**src/rtl/alu_pkg.sv**
```systemverilog
// alu_pkg: opcodes, FSM states and op classification shared by the seq_alu files
package alu_pkg;
    localparam int OPW = 5;
    localparam logic [OPW-1:0] OP_ADD  = 5'b00011;
    localparam logic [OPW-1:0] OP_SUB  = 5'b00100;
    localparam logic [OPW-1:0] OP_SHR  = 5'b00101;
    localparam logic [OPW-1:0] OP_SHRA = 5'b00110;
    localparam logic [OPW-1:0] OP_SHL  = 5'b00111;
    localparam logic [OPW-1:0] OP_ROR  = 5'b01000;
    localparam logic [OPW-1:0] OP_ROL  = 5'b01001;
    localparam logic [OPW-1:0] OP_AND  = 5'b01010;
    localparam logic [OPW-1:0] OP_OR   = 5'b01011;
    localparam logic [OPW-1:0] OP_MUL  = 5'b01111;
    localparam logic [OPW-1:0] OP_DIV  = 5'b10000;
    localparam logic [OPW-1:0] OP_NEG  = 5'b10001;
    localparam logic [OPW-1:0] OP_NOT  = 5'b10010;
    typedef enum logic [2:0] {IDLE, MUL, DIV, DIVFIX, DONE} alu_state_t;
    function automatic logic is_single_cycle(input logic [OPW-1:0] op);
        return op inside {OP_ADD, OP_SUB, OP_SHR, OP_SHRA, OP_SHL, OP_ROR, OP_ROL,
                          OP_AND, OP_OR, OP_NEG, OP_NOT};
    endfunction
endpackage

```
**src/rtl/alu_iter_divider.sv**
```systemverilog
// alu_iter_divider: signed non-restoring divider working on operand magnitudes,
// one quotient bit per step; outputs carry the sign-corrected quotient/remainder.
module alu_iter_divider import alu_pkg::*; #(
    parameter int WIDTH = 32
) (
    input  logic             clock,
    input  logic             clear,
    input  logic             load,
    input  logic             step,
    input  logic             fix,
    input  logic [WIDTH-1:0] dividend,
    input  logic [WIDTH-1:0] divisor,
    output logic [WIDTH-1:0] quotient,
    output logic [WIDTH-1:0] remainder
);
    logic [WIDTH:0]   r_rem;
    logic [WIDTH-1:0] r_quo, r_den;
    logic             r_nq, r_nr;
    logic [WIDTH-1:0] w_ma, w_mb;
    logic [WIDTH:0]   w_sh, w_nxt, w_fix;
    assign w_ma = dividend[WIDTH-1] ? -dividend : dividend;
    assign w_mb = divisor[WIDTH-1] ? -divisor : divisor;
    assign w_sh = {r_rem[WIDTH-1:0], r_quo[WIDTH-1]};
    // partial remainder sign picks add or subtract; quotient bit is the new sign inverted
    assign w_nxt = r_rem[WIDTH] ? w_sh + {1'b0, r_den} : w_sh - {1'b0, r_den};
    assign w_fix = r_rem[WIDTH] ? r_rem + {1'b0, r_den} : r_rem;
    assign quotient = r_nq ? -r_quo : r_quo;
    assign remainder = r_nr ? -w_fix[WIDTH-1:0] : w_fix[WIDTH-1:0];
    always_ff @(posedge clock or posedge clear)
        if (clear) begin
            r_rem <= '0;
            r_quo <= '0;
            r_den <= '0;
            r_nq  <= 1'b0;
            r_nr  <= 1'b0;
        end else if (load) begin
            r_rem <= '0;
            r_quo <= w_ma;
            r_den <= w_mb;
            r_nq  <= dividend[WIDTH-1] ^ divisor[WIDTH-1];
            r_nr  <= dividend[WIDTH-1];
        end else if (step) begin
            r_rem <= w_nxt;
            r_quo <= {r_quo[WIDTH-2:0], ~w_nxt[WIDTH]};
        end else if (fix) begin
            r_rem <= w_fix;
        end
endmodule

```
**src/rtl/seq_alu.sv**
```systemverilog
// seq_alu: multi-cycle ALU; single-cycle logic/arith/shift ops, radix-2 Booth MUL,
// iterative DIV, with a start/busy/done handshake and a held HI:LO result pair.
module seq_alu import alu_pkg::*; #(
    parameter int WIDTH    = 32,
    parameter int OPCODE_W = OPW
) (
    input  logic                clock,
    input  logic                clear,
    input  logic                start,
    input  logic [OPCODE_W-1:0] operation,
    input  logic [WIDTH-1:0]    A,
    input  logic [WIDTH-1:0]    B,
    output logic                busy,
    output logic                done,
    output logic [WIDTH-1:0]    result_lo,
    output logic [WIDTH-1:0]    result_hi,
    output logic                div_by_zero,
    output logic                illegal_op
);
    localparam int SW = $clog2(WIDTH);
    alu_state_t       r_state, w_next;
    logic [SW-1:0]    r_cnt, w_amt, w_namt;
    logic [WIDTH:0]   r_acc, w_sum;
    logic [WIDTH-1:0] r_m, r_bq, w_lo, w_hi, w_quo, w_rem;
    logic             r_q1, w_ill, w_dz, w_legal, w_mul, w_div, w_last;
    logic [OPW-1:0]   w_op;
    assign w_op = operation[OPW-1:0];
    assign w_legal = (operation >> OPW) == '0;
    assign w_mul = w_legal && w_op == OP_MUL;
    assign w_div = w_legal && w_op == OP_DIV;
    assign w_amt = B[SW-1:0];
    assign w_namt = -w_amt;
    assign w_last = r_cnt == SW'(WIDTH - 1);
    assign busy = r_state != IDLE;
    assign done = r_state == DONE;
    // Booth recoding of {multiplier bit, previous bit}; one guard bit absorbs -MIN
    assign w_sum = ({r_bq[0], r_q1} == 2'b01) ? r_acc + {r_m[WIDTH-1], r_m} :
                   ({r_bq[0], r_q1} == 2'b10) ? r_acc - {r_m[WIDTH-1], r_m} : r_acc;
    always_comb begin
        w_lo = '0;
        w_hi = '0;
        w_ill = 1'b0;
        w_dz = 1'b0;
        if (!w_legal || !(is_single_cycle(w_op) || w_mul || w_div))
            w_ill = 1'b1;
        else
            case (w_op)
                OP_ADD:  w_lo = A + B;
                OP_SUB:  w_lo = A - B;
                OP_SHR:  w_lo = A >> w_amt;
                OP_SHRA: w_lo = $signed(A) >>> w_amt;
                OP_SHL:  w_lo = A << w_amt;
                OP_ROR:  w_lo = (A >> w_amt) | (A << w_namt);
                OP_ROL:  w_lo = (A << w_amt) | (A >> w_namt);
                OP_AND:  w_lo = A & B;
                OP_OR:   w_lo = A | B;
                OP_NEG:  w_lo = -A;
                OP_NOT:  w_lo = ~A;
                OP_DIV: begin
                    w_lo = '1;
                    w_hi = A;
                    w_dz = 1'b1;
                end
                default: w_lo = '0;
            endcase
    end
    always_comb begin
        w_next = r_state;
        case (r_state)
            IDLE:    if (start) w_next = w_mul ? MUL : (w_div && B != '0) ? DIV : DONE;
            MUL:     if (w_last) w_next = DONE;
            DIV:     if (w_last) w_next = DIVFIX;
            DIVFIX:  w_next = DONE;
            default: w_next = IDLE;
        endcase
    end
    always_ff @(posedge clock or posedge clear)
        if (clear) begin
            r_state     <= IDLE;
            r_cnt       <= '0;
            r_acc       <= '0;
            r_m         <= '0;
            r_bq        <= '0;
            r_q1        <= 1'b0;
            result_lo   <= '0;
            result_hi   <= '0;
            div_by_zero <= 1'b0;
            illegal_op  <= 1'b0;
        end else begin
            r_state <= w_next;
            if (r_state == IDLE && start) begin
                r_cnt <= '0;
                r_acc <= '0;
                r_m   <= A;
                r_bq  <= B;
                r_q1  <= 1'b0;
                if (w_next == DONE) begin
                    result_lo   <= w_lo;
                    result_hi   <= w_hi;
                    div_by_zero <= w_dz;
                    illegal_op  <= w_ill;
                end
            end else if (r_state == MUL) begin
                r_cnt <= r_cnt + 1'b1;
                r_acc <= {w_sum[WIDTH], w_sum[WIDTH:1]};
                r_bq  <= {w_sum[0], r_bq[WIDTH-1:1]};
                r_q1  <= r_bq[0];
                if (w_last) begin
                    result_hi   <= w_sum[WIDTH:1];
                    result_lo   <= {w_sum[0], r_bq[WIDTH-1:1]};
                    div_by_zero <= 1'b0;
                    illegal_op  <= 1'b0;
                end
            end else if (r_state == DIV) begin
                r_cnt <= r_cnt + 1'b1;
            end else if (r_state == DIVFIX) begin
                result_lo   <= w_quo;
                result_hi   <= w_rem;
                div_by_zero <= 1'b0;
                illegal_op  <= 1'b0;
            end
        end
    alu_iter_divider #(.WIDTH(WIDTH)) u_div (
        .clock    (clock),
        .clear    (clear),
        .load     (r_state == IDLE && start),
        .step     (r_state == DIV),
        .fix      (r_state == DIVFIX),
        .dividend (A),
        .divisor  (B),
        .quotient (w_quo),
        .remainder(w_rem)
    );
endmodule
```
**config.mk**
```make
export PLATFORM = sky130hd
export DESIGN_NAME = seq_alu
export DESIGN_NICKNAME = d
export VERILOG_FILES = /design/src/rtl/alu_pkg.sv /design/src/rtl/alu_iter_divider.sv /design/src/rtl/seq_alu.sv
export SDC_FILE = /design/constraint.sdc
export NUM_CORES = 2
export LEC_CHECK = 0
export BUFFER_PORTS_ARGS = -buffer_cell sky130_fd_sc_hd__clkbuf_2
export CAP_MARGIN = 20
export CELL_PAD_IN_SITES_DETAIL_PLACEMENT = 2
export CELL_PAD_IN_SITES_GLOBAL_PLACEMENT = 2
export CORE_MARGIN = 2
export CORE_UTILIZATION = 41
export DETAILED_ROUTE_END_ITERATION = 12
export PLACE_DENSITY = 0.87
export SLEW_MARGIN = 10
export SYNTH_ARGS = -nofsm -noshare
export SYNTH_HDL_FRONTEND = slang
export SYNTH_SLANG_ARGS = --single-unit
```
**constraint.sdc**
```tcl
create_clock -name clock -period 23.1 [get_ports clock]
set_clock_uncertainty 0.2 [all_clocks]
set_input_delay 3.465 -clock clock [delete_from_list [all_inputs] [get_ports clock]]
set_output_delay 3.465 -clock clock [all_outputs]
set_load 0.1 [all_outputs]
```
==> impl_metrics.tcl <==
set metrics [dict create \
    power_leakage_nw 16.1 \
    syn_inst 4539 \
    viasPerCell 7.41 \
    mappedNetlistNets 4789 \
    ios 140 \
    netlist_area_sq_mm 0.0334 \
    post_cts_buffers 0 \
    p_int_mw 1.88 \
    fin_crit_sh_pct 38.9 \
    cts_root_buf "clkbuf_16" \
    vdd_drop_max_uv 88.3 \
    ctsHoldBuffers 0 \
    min_period_ps 8980 \
    postSynthAreaPerCell_sq_um 7.36 \
    finalSetupTns_ps 0 \
    cts_buffers 39 \
    worst_pin_slew_ps 1250 \
    fmax_mhz 111 \
    cts_resized 0 \
    hold_viol_final 0 \
    htreeDepth 2 \
    avgRoutedWirePerCell_um 38.6 \
    cts_sinks 269 \
    slew_violations 0 \
    die-area_sq_mm 0.0838 \
    die_y_um 289 \
    synth_seq_cells 269 \
    cts_tree "yes" \
    clockBufferDepth 3 \
    cp-start-kind "input port" \
    cp_common_cell "nand2_1" \
    hp-class "register to register" \
    power_frac_clock_pct 15.2 \
    switching_share_pct 59.2 \
    path_buf_inv 2 \
    grtUsageTotal_pct 49.7 \
    drtIter0Drc 5024 \
    area_growth_pct 8.91 \
    yosysUniqueCellTypes 97 \
    synth-edff-count 0 \
    p_comb_share_pct 64.6 \
    power.total_mw 4.60 \
    max_slew_margin_pct 14.5 \
    place_ws_ps 13660 \
    grt-ovfl-total 0 \
    fillCellCount 9255 \
    p_seq_share_pct 20.3 \
    ys_warn_count 0 \
    place_hpwl_um 144000 \
    multi_input_area_sq_mm 0.0249 \
    chipWidth_um 289 \
    nNetsFinal 4707 \
    power_density_mw_per_mm2 126 \
    crit_chain "buf_4 -> inv_2 -> ha_4 -> or3b_1 -> nor3_4 -> nand2_1 -> or3_1 -> or3_1 -> o31ai_1 -> xor2_1 -> ha_1 -> nand2_1 -> nand2_1 -> a21o_1 -> a21oi_1 -> nand2_1 -> a21oi_1 -> o31ai_1 -> o21ai_0 -> and3_1 -> o31ai_1 -> a31oi_1" \
    async_reset_ff_share_pct 100 \
    port_buffers 139 \
    grt_pass1_wl_um 307000 \
    cp_max_fo 30 \
    dp_cells 5474 \
    yosysSeqAreaShare_pct 20.2 \
    status "completed" \
    start_util_pct 41.5 \
    setup_viol 0 \
    drc_errors 0 \
    ff_latch_area_sq_mm 0.00673 \
    antenna_found_initial 14 \
    maxCapViolCount 0 \
    drt-total-wl_um 214000 \
    slowest_delay_ps 640 \
    grt_setup_unrepaired "false" \
    clk_latency_ps 610 \
    setup_slack_ps 14120 \
    cp-end-kind "register" \
    crit_required_ps 23340 \
    instances_no_fill 5560 \
    postRouteAntennaNets 0 \
    arrival_ps 9220 \
    worstSetupPathType "input port to register" \
    path_clk_slew_ps 50 \
    grt_pass1_vias 42900 \
    num_vias 41200 \
    switching_power_mw 2.72 \
    place_congestion 1.07 \
    fp-row-count 104 \
    drive_above_1_share_pct 10.8 \
    synthFlopType "dfrtp_1" \
    critPathSlowestCell "o31ai_1" \
    grt_max_degree 107 \
    drtPass1Iterations 9 \
    coreArea_sq_mm 0.0805 \
    crit_family "simple AND/OR/NAND/NOR gates" \
]
## area by class of cell
type | count | share of cell area [%]
Timing Repair Buffer | 247 | 4.18
Clock buffer | 53 | 3.05
Multi-Input combinational cell | 3785 | 68.5
Tap cell | 1060 | 3.65
Clock inverter | 19 | 0.784
Antenna cell | 12 | 0.0825
Inverter | 115 | 1.21
Sequential cell | 269 | 18.5
## metrics by stage
| step | area, sq um | utilization [%] | hold WS [ps] |
|---|---|---|---|
| floorplan | 33400 | - | 239 |
| global placement | 34900 | 43.4 | 252 |
| detailed placement | 34900 | 43.4 | 262 |
| CTS | 36300 | 45.1 | 275 |
| global route | 36400 | 45.1 | 303 |
| finish | 36400 | 45.2 | 273 |
## synthesized netlist by cell type (all sizes together) (36+ instances only)
cell type / n / share of area [%]
nand2b: 48 / 0.90
mux2i: 149 / 4.5
nor3: 86 / 1.4
nand2: 655 / 7.4
or3: 57 / 1.1
nor2: 487 / 5.5
mux2: 45 / 1.5
o221ai: 40 / 1.0
inv: 112 / 1.3
a21oi: 335 / 5.0
xnor2: 161 / 4.2
buf: 80 / 1.0
a21o: 92 / 2.1
nor2b: 36 / 0.67
xor2: 120 / 3.1
a221oi: 59 / 1.6
o211ai: 48 / 1.1
o22ai: 40 / 0.75
ha: 173 / 6.5
a211oi: 69 / 1.6
clkbuf: 290 / 3.3
o21ai: 332 / 5.0
dfrtp: 269 / 20
a31oi: 83 / 1.6
and3: 50 / 0.95
a22oi: 52 / 1.2
nand3: 90 / 1.4
mux4: 58 / 3.9
o31ai: 42 / 0.94
## path summary, 6_finish.rpt
kind / startpoint / to / slack, ps / cells past startpoint
worst min register to register: r_bq[28]$_DFFE_PP0P_ / r_bq[28]$_DFFE_PP0P_ / 270 / 2
max in group asynchronous: clear / u_div.r_rem[32]$_DFFE_PP0P_ / 16740 / 5
worst min-delay path: r_bq[28]$_DFFE_PP0P_ / r_bq[28]$_DFFE_PP0P_ / 270 / 2
worst max-delay path: B[1] / result_lo[26]$_DFFE_PP0P_ / 14120 / 22
min in group asynchronous: clear / r_acc[13]$_DFFE_PP0P_ / 2850 / 2
worst max register to register: u_div.r_den[2]$_DFFE_PP0P_ / u_div.r_rem[28]$_DFFE_PP0P_ / 16510 / 16
## registers in the layout, indices dropped and copies added, names as in the netlist
signal and flops:
r_q1 1, r_cnt 5, u_div.r_nq 1, r_acc 32, result_hi 32, r_m 31
u_div.r_den 32, u_div.r_rem 33, result_lo 32, u_div.r_nr 1, illegal_op 1, u_div.r_quo 32
r_state 3, div_by_zero 1, r_bq 32
## per-layer routing
layer	routed length, um	GRT usage [%]	share of wire [%]	vias up
met3	22500	11.9	10	1069
met4	20300	40.1	9.5	16
li1	-	-	-	16400
met1	78600	59.1	37	20700
met5	104	0	0.049	-
met2	92900	76.4	43	3017
## cells by family after synthesis
kind of cell,share of synthesized area (%)
xor gates and xnor gates,7.37
AOI/OAI and AO/OA,28.3
DFF,20.2
buffers and inverters,5.56
muxes,9.92
adders and majority gates,6.78
and+or+nand+nor,21.9
## worst register-to-register path: stages, from the launching register on
cell and delay, ps:
dfrtp_1 510, or3_1 450, or3_1 400, nor3b_1 560, nor3b_1 410, and2_1 320, nor2_1 150, xor2_1 210
ha_1 370, o21a_1 240, o21ai_0 440, nor2_1 150, or4b_2 670, o21ai_0 560, o21ai_0 300, xnor2_1 290
o221ai_1 200
## cells in the final DEF, fill, tap and decap left out, drive strengths merged, types with 52 or more instances in the layout
cell type | netlist | routed
or3 | 57 | 57
nor2 | 487 | 487
xnor2 | 161 | 161
xor2 | 120 | 120
mux4 | 58 | 58
a31oi | 83 | 83
a211oi | 69 | 69
a21oi | 335 | 335
buf | 80 | 111
clkbuf | 290 | 189
inv | 112 | 115
o21ai | 332 | 332
mux2i | 149 | 149
dfrtp | 269 | 269
a22oi | 52 | 52
nor3 | 86 | 86
ha | 173 | 173
nand2 | 655 | 655
a21o | 92 | 92
a221oi | 59 | 59
nand3 | 90 | 90
## power by group through the flow
stage / sequential, mW / combinational [mW] / clock [mW]
finish: 0.932 / 2.97 / 0.697
global route: 0.932 / 3.08 / 0.707
CTS: 0.907 / 2.86 / 0.693
detailed placement: 0.897 / 2.72 / 0
global placement: 0.878 / 2.56 / 0
floorplan: 1.19 / 1.54 / 0
No activity file was read; power rests on OpenSTA's default activity.
